[src/rtl/endereco_absoluto_pkg.sv]
// Shared constants and state encoding for the process address translator
// and its context-switch sequencer.
package endereco_absoluto_pkg;

   localparam int unsigned          ID_W         = 4;
   localparam int unsigned          N_CTX        = 11;
   localparam logic [ID_W-1:0]      MAX_PROC     = 4'd10;
   localparam logic [31:0]          TAM_PROCESSO = 32'd300;

   typedef enum logic [1:0] {
      IDLE    = 2'd0,
      SALVA   = 2'd1,
      CALCULA = 2'd2,
      FIM     = 2'd3
   } estado_t;

endpackage

[src/rtl/endereco_absoluto_tabela.sv]
// Context table: one saved PC per process, with a valid bit per entry.
// Data words carry no reset; only the valid bits are cleared.
module tabela_contexto
   import endereco_absoluto_pkg::*;
(
   input  logic            clk_i,
   input  logic            rst_ni,
   input  logic            we_i,
   input  logic [ID_W-1:0] waddr_i,
   input  logic [31:0]     wdata_i,
   input  logic [ID_W-1:0] raddr_i,
   output logic [31:0]     rdata_o,
   output logic            rvalid_o
);

   logic [31:0]      dado_q [N_CTX];
   logic [N_CTX-1:0] valido_q;

   always_ff @(posedge clk_i) begin
      if (we_i && (waddr_i <= MAX_PROC)) begin
         dado_q[waddr_i] <= wdata_i;
      end
   end

   always_ff @(posedge clk_i or negedge rst_ni) begin
      if (!rst_ni) begin
         valido_q <= '0;
      end else if (we_i && (waddr_i <= MAX_PROC)) begin
         valido_q[waddr_i] <= 1'b1;
      end
   end

   always_comb begin
      rdata_o  = '0;
      rvalid_o = 1'b0;
      if (raddr_i <= MAX_PROC) begin
         rdata_o  = dado_q[raddr_i];
         rvalid_o = valido_q[raddr_i];
      end
   end

endmodule

[src/rtl/endereco_absoluto.sv]
// Relative-to-absolute address translator with a multi-cycle context switch:
// saves the running PC, computes the new base by repeated addition, restores.
module endereco_absoluto
   import endereco_absoluto_pkg::*;
(
   input  logic        clock,
   input  logic        reset,
   input  logic        troca_req,
   input  logic [3:0]  proc_id,
   input  logic [31:0] pc_atual,
   input  logic [31:0] end_relativo,
   output logic        busy,
   output logic        done,
   output logic        erro,
   output logic [3:0]  processo_atual,
   output logic [31:0] base_atual,
   output logic [31:0] pc_inicio,
   output logic [31:0] end_absoluto,
   output logic        fora_limite
);

   estado_t         estado_q, estado_d;
   logic [ID_W-1:0] alvo_q, alvo_d;
   logic [ID_W-1:0] cont_q, cont_d;
   logic [31:0]     acc_q, acc_d;
   logic [ID_W-1:0] proc_q, proc_d;
   logic [31:0]     base_q, base_d;
   logic [31:0]     pc_q, pc_d;
   logic            done_q, done_d;
   logic            erro_q, erro_d;

   logic            tab_we;
   logic [31:0]     tab_dado;
   logic            tab_valido;

   tabela_contexto u_tabela (
      .clk_i    (clock),
      .rst_ni   (reset),
      .we_i     (tab_we),
      .waddr_i  (proc_q),
      .wdata_i  (pc_atual),
      .raddr_i  (alvo_q),
      .rdata_o  (tab_dado),
      .rvalid_o (tab_valido)
   );

   always_ff @(posedge clock or negedge reset) begin
      if (!reset) begin
         estado_q <= IDLE;
         alvo_q   <= '0;
         cont_q   <= '0;
         acc_q    <= '0;
         proc_q   <= '0;
         base_q   <= '0;
         pc_q     <= '0;
         done_q   <= 1'b0;
         erro_q   <= 1'b0;
      end else begin
         estado_q <= estado_d;
         alvo_q   <= alvo_d;
         cont_q   <= cont_d;
         acc_q    <= acc_d;
         proc_q   <= proc_d;
         base_q   <= base_d;
         pc_q     <= pc_d;
         done_q   <= done_d;
         erro_q   <= erro_d;
      end
   end

   always_comb begin
      estado_d = estado_q;
      alvo_d   = alvo_q;
      cont_d   = cont_q;
      acc_d    = acc_q;
      proc_d   = proc_q;
      base_d   = base_q;
      pc_d     = pc_q;
      done_d   = 1'b0;
      erro_d   = 1'b0;
      tab_we   = 1'b0;

      unique case (estado_q)
         IDLE: begin
            if (troca_req) begin
               if (proc_id <= MAX_PROC) begin
                  alvo_d   = proc_id;
                  estado_d = SALVA;
               end else begin
                  erro_d = 1'b1;
               end
            end
         end
         SALVA: begin
            tab_we   = 1'b1;
            acc_d    = '0;
            cont_d   = alvo_q;
            estado_d = CALCULA;
         end
         CALCULA: begin
            // base = 300 * alvo built by alvo additions, plus one cycle to see zero
            if (cont_q == '0) begin
               estado_d = FIM;
            end else begin
               acc_d  = acc_q + TAM_PROCESSO;
               cont_d = cont_q - 1'b1;
            end
         end
         FIM: begin
            done_d   = 1'b1;
            proc_d   = alvo_q;
            base_d   = acc_q;
            pc_d     = tab_valido ? tab_dado : acc_q;
            estado_d = IDLE;
         end
         default: begin
            estado_d = IDLE;
         end
      endcase
   end

   assign busy           = (estado_q != IDLE);
   assign done           = done_q;
   assign erro           = erro_q;
   assign processo_atual = proc_q;
   assign base_atual     = base_q;
   assign pc_inicio      = pc_q;
   assign end_absoluto   = base_q + end_relativo;
   assign fora_limite    = (end_relativo >= TAM_PROCESSO);

endmodule

[config.mk]
export PLATFORM = sky130hd
export DESIGN_NAME = endereco_absoluto
export DESIGN_NICKNAME = d
export VERILOG_FILES = /design/src/rtl/endereco_absoluto_pkg.sv /design/src/rtl/endereco_absoluto_tabela.sv /design/src/rtl/endereco_absoluto.sv
export SDC_FILE = /design/constraint.sdc
export NUM_CORES = 1
export LEC_CHECK = 0
export BUFFER_PORTS_ARGS = -buffer_cell sky130_fd_sc_hd__buf_2
export CAP_MARGIN = 20
export CORE_MARGIN = 8
export CORE_UTILIZATION = 40
export CTS_CLUSTER_SIZE = 40
export DETAILED_ROUTE_END_ITERATION = 10
export PLACE_DENSITY = 0.56
export SLEW_MARGIN = 20
export SYNTH_ARGS = -nofsm -noshare
export SYNTH_HDL_FRONTEND = slang
export SYNTH_SLANG_ARGS = --single-unit
[constraint.sdc]
create_clock -name clock -period 10.6 [get_ports clock]
set_input_delay 0.53 -clock clock [delete_from_list [all_inputs] [get_ports clock]]
set_output_delay 0.53 -clock clock [all_outputs]
set_load 0.005 [all_outputs]
# Yosys cells after proc, flatten, opt, wreduce, memory -nomap -nowiden
# Memories as Yosys holds them, arrays and structs flattened.
# Cells that the tools add are included.
[totals]
reg_bits = 123
ramBits = 352
inputBits = 71
output_inout_bits = 104
word_cells = 60
mem_count = 1
[mem_list]
columns = ["memory", "words", "width", "rd", "rd_clocked_by_memory_dff", "wr", "line", "source"]
rows = [
  ["u_tabela.dado_q", 11, 32, 1, 0, 1, "endereco_absoluto_tabela.sv:16", "logic [31:0] dado_q [N_CTX];"],
]
[classes]
n_addsub = 3
order_cmp = 7
n_eq_ne = 7
mux = 22
n_bitwise = 1
n_reduce_logical = 9
[op_table]
columns = ["op", "n"]
rows = [
  ["32-bit 2-to-1 mux", 3],
  ["32-bit one-hot mux with 2 select lines", 1],
  ["32-bit adder", 1],
  ["32-bit by 9-bit adder with 32-bit output, second input constant", 1],
  ["32-bit by 9-bit greater-or-equal comparator with 1-bit output, second input constant", 1],
  ["4-bit <= comparator, second input constant", 3],
  ["11-bit bitwise OR", 1],
  ["4-bit by 5-bit < comparator with 1-bit output, second input constant", 2],
  ["1-bit 2-to-1 mux", 10],
  ["2-bit inequality test, second input constant", 4],
  ["2-bit one-hot mux with 4 select lines", 1],
  ["4-bit one-hot mux with 2 select lines", 1],
  ["2-bit 2-to-1 mux", 3],
  ["3-bit AND reduction", 2],
  ["1-bit binary-select mux with 4-bit select", 1],
  ["1-bit demux with 4-bit select", 1],
  ["2-bit equality test, second input constant", 2],
  ["4-bit by 1-bit greater-or-equal comparator with 1-bit output, second input constant", 1],
  ["4-bit logical NOT", 1],
  ["4-bit 2-to-1 mux", 1],
  ["2-bit nonzero test", 2],
  ["4-bit by 1-bit subtractor with 4-bit output, second input constant", 1],
  ["2-bit by 1-bit equality test with 1-bit output, second input constant", 1],
  ["1-bit logical AND", 2],
  ["2 further kinds", 2],
]

# Depth between registers and ports, before layout
[depth]
word_depth = 5
depth_mapped = 11
mapped_depth_nobuf = 9

# By module
# From an unflattened synthesis, not the netlist that was laid out.
[unflattened]
hier_cells = 1437
area_unflattened_um2 = 21236.6
[modules_own_cells]
columns = ["mod", "instances", "cells_per_inst", "area_each_um2"]
rows = [
  ["tabela_contexto", 1, 771, 14742.9],
  ["endereco_absoluto", 1, 666, 6493.7],
]

# Worst setup path after synthesis
# OpenSTA, ideal clock, no wires.
[synth_timing]
path_kind = "reg2reg"
startpoint = "register estado_q[1]"
endpoint = "memory u_tabela.dado_q[0][0] (enable)"
setup_time_ns = 0.462
arrival_time_ns = 3.424
path_slack_ns = 6.714
stages_incl_launch_ff = 6
path_buffers = 0
synth_period_minus_slack_ns = 3.886
cell_sequence = "dfrtp_1 > inv_1 > ha_1 > inv_1 > or3_1 > nor3_1"
[synth_via]
elab_chain_len = 5
[synth_lines]
columns = ["item", "line", "source"]
rows = [
  ["start, declared", "endereco_absoluto.sv:22", "estado_t estado_q, estado_d;"],
  ["start signal, assigned", "endereco_absoluto.sv:59", "estado_q <= estado_d;"],
  ["2-bit by 1-bit equality test with 1-bit output", "endereco_absoluto.sv:83", "unique case (estado_q)"],
  ["1-bit 2-to-1 mux", "endereco_absoluto.sv:83", ""],
  ["1-bit logical AND", "endereco_absoluto_tabela.sv:20", "if (we_i && (waddr_i <= MAX_PROC)) begin"],
  ["1-bit 2-to-1 mux", "endereco_absoluto_tabela.sv:20", ""],
  ["1-bit 2-to-1 mux (implied by the code)", "endereco_absoluto_tabela.sv:21", "dado_q[waddr_i] <= wdata_i;"],
  ["end, declared", "endereco_absoluto_tabela.sv:16", ""],
]
# No other way between the ends.

# Worst setup path after layout
[layout_timing]
startpoint = "register base_q[10], in the netlist base_atual[10]"
endpoint = "output port end_absoluto[31]"
[layout_via]
elab_chain_len = 1
[layout_lines]
columns = ["item", "line", "source"]
rows = [
  ["start, declared", "endereco_absoluto.sv:27", "logic [31:0] base_q, base_d;"],
  ["start signal, assigned", "endereco_absoluto.sv:64", "base_q <= base_d;"],
  ["32-bit adder", "endereco_absoluto.sv:128", "assign end_absoluto = base_q + end_relativo;"],
  ["end, declared", "endereco_absoluto.sv:18", "output logic [31:0] end_absoluto,"],
]
# No other way between the ends.

==> out/results.txt <==
WL/cell: 21.9 um
Post-CTS setup buffer count: 0
Max frequency: 0.268 GHz
Hold Path Class: input pin to async pin
Max-cap violation count: 0
Most common cell after layout, fill and taps aside: edfxtp_1
Top-level port count: 175
Async SR Flop Fraction: 25.3%
CTS tree: yes
Post-synth EDFFs: 352
Minimum clock period: 3730 ps
Post-layout util: 46.7%
Relative slew slack: 33.6%
Final Hold Vio Count: 0
Synth Flop Type: edfxtp_1
Syn Area/Cell: 15.3 um^2
Port bufs: 168
Share of cells above drive strength 1: 26.1%
CTS Hold Bufs: 0
Clk sinks: 471
Worst clock skew: 9.44 ps
Status: complete, no violations
H-tree depth: 2
Critical Path RT: 10070 ps
RSZ-0062 raised after global routing: false
Initial DRC Count: 695
Die width: 240 um
Post-DRT Antenna Nets: 0
Mapped cell area: 0.0201 mm^2
Die span in y: 240 um
Vias in the first global route: 11.9k
Yosys reg bits: 471
CTS Root Cell: clkbuf_16
Clk_lat worst skew: 550 ps
Crit end category: output pin
Initial Utilization: 40.3%
Pre-CTS setup slack: 7170 ps
Antenna violations before repair: 9
Startpoint types: register
CP max FO: 6
Worst Tran Pin Value: 996 ps
DRC viols: 0
HPWL Detailed: 30600 um
Synth cell types: 58
Final number of setup-violating endpoints: 0
Row count: 82
Crit share post-route: 35.2%
Count of final max-slew check failures: 0
Crit-path max cell delay: 420 ps
Warnings, synthesis: 0
Leak: 8.74 nW
Sequential area share after synthesis: 67.4%
Kind of critical path: register to output pin
Number of CTS-inserted buffers: 47
Gate Count Post-Synth: 1315
Routability congestion estimate: 0.789
GRT Residual Overflow: 0
First-pass DRT Iterations: 5
Die area: 0.0577 mm^2
Worst path slowest cell: dfrtp_1
Total Neg Setup Slack: 0 ps
Total Nets Final: 1592
Layout fillers: 4392
Core ar.: 0.0499 mm^2
Final wirelength: 48100 um
Worst setup margin: 6870 ps
DR vias/cell: 5.26
Crit-path cells: ha_1, and3_1, o2111ai_1, o211ai_2, nand4_1, a31oi_1, o21ai_1, a211oi_1, buf_2
Clock-pin slew on the worst setup and hold paths: 60 ps
Worst vdd rail ir drop: 0.127 mV
Global-route wire length before repair: 73300 um
CP delay by family, top: compound AO/OA/AOI/OAI gates
Crit path DAT: 3200 ps
Via count: 11.6k
Power per cell area: 253 mW/mm^2
Most frequent cells in the layout: edfxtp_1 (352), buf_2 (167), dfrtp_1 (115)
Crit path buffers/inverters: 1
CTS resizes: 0
Area grow syn2layout: 15.7%
All-layer global routing usage: 16.6%
Largest net degree at the start of global routing: 88
CTS Buffer Depth: 3
-- worst register-to-register path: cells and delay by family, from the launching register on --
kind,cells,cell delay [ps]
DFF,1,780
buffers and inverters,2,1290
muxes,3,550
AOI/OAI and AO/OA,2,680
-- cells by family after synthesis --
kind of cell | Yosys count | synth area share [%]
AO/OA/AOI/OAI | 223 | 6.73
adder cells (fa/ha/maj) | 35 | 2.18
buffers and inverters | 90 | 2.02
flip-flops | 471 | 67.4
AND/OR/NAND/NOR | 259 | 5.82
XOR/XNOR | 38 | 1.66
other | 1 | 0.0187
multiplexers | 198 | 14.2
-- cell type report --
cell class	count	area, um^2	share of cell area (%)
flip-flops and latches	471	13600	58.3
multi-input cells	755	6250	26.9
clock buffers	62	1340	5.74
repair buffers	189	1000	4.30
well taps	672	841	3.61
clock inverters	25	186	0.801
inverters	22	82.6	0.355
diodes	1	2.50	0.0108
-- cell usage after synthesis (4+ instances only) --
master     count  area share (%)
nand2b_1       7            0.22
buf_1          4           0.075
or3_1          5            0.16
a21oi_1       62             1.5
xor2_1        25             1.1
nand4_1       10            0.31
o211ai_1       8            0.30
o21a_1         4            0.15
clkbuf_1      35            0.65
o21ai_0       88             2.2
nand3b_1       5            0.19
dfrtp_1      119              15
nand2_1       95             1.8
edfxtp_1     352              53
mux4_2        66             7.4
nor3_1         9            0.22
a211oi_1       8            0.30
nor2_1        77             1.4
a31oi_1        9            0.28
buf_2         16            0.40
nor4_1         5            0.16
buf_4         13            0.49
xnor2_1       13            0.57
inv_1         22            0.41
ha_1          35             2.2
and3_1         7            0.22
mux2_2        38             2.1
a21o_1         6            0.22
or2_2         12            0.37
o31ai_1        8            0.30
nand3_1       18            0.45
mux2i_1       94             4.7
o2111ai_1      4            0.17
-- registers in the layout, indices dropped and copies added (netlist names) --
register / count
erro: 1
acc_q: 30
alvo_q: 4
u_tabela.valido_q: 11
base_atual: 30
pc_inicio: 32
processo_atual: 4
cont_q: 4
u_tabela.dado_q: 352
estado_q: 2
done: 1
-- power by group --
| part | leakage, nW | total (mW) | internal [mW] | switching, mW |
|---|---|---|---|---|
| Sequential | 4.69 | 2.46 | 2.23 | 0.223 |
| Combinational | 3.30 | 1.80 | 0.783 | 1.02 |
| Clock | 0.751 | 1.63 | 0.954 | 0.676 |
-- routing by layer --
metal,wire (um),global-route usage (%),vias to the layer above
met4,1040,4.17,14
met3,2950,3.66,83
met1,21500,22.0,5802
li1,-,-,5382
met5,82,0,-
met2,22600,27.6,271
-- through the flow --
stage	std cells	power, mW	cell area (um^2)	hold WS, ps
3_3_place_gp	2109	4.31	21700	448
3_5_place_dp	2109	4.34	21700	455
4_1_cts	2196	5.97	23300	37.2
6_report	2197	5.89	23300	25.4
2_1_floorplan	1316	3.68	20100	234
5_1_grt	2197	6.22	23300	80.5
-- final timing paths --
path	start	end	slack, ps	cells past startpoint
worst min register to register	u_tabela.valido_q[0]	u_tabela.valido_q[0]	470	1
worst max register to register	alvo_q[1]	pc_inicio[6]	7230	7
worst min-delay path	reset	done	30	1
worst max-delay path	base_atual[10]	end_absoluto[31]	6870	9
max in group asynchronous	reset	base_atual[10]	9220	2
min in group clock	proc_id[0]	alvo_q[0]	230	2
(Power assumes the default switching activity.)
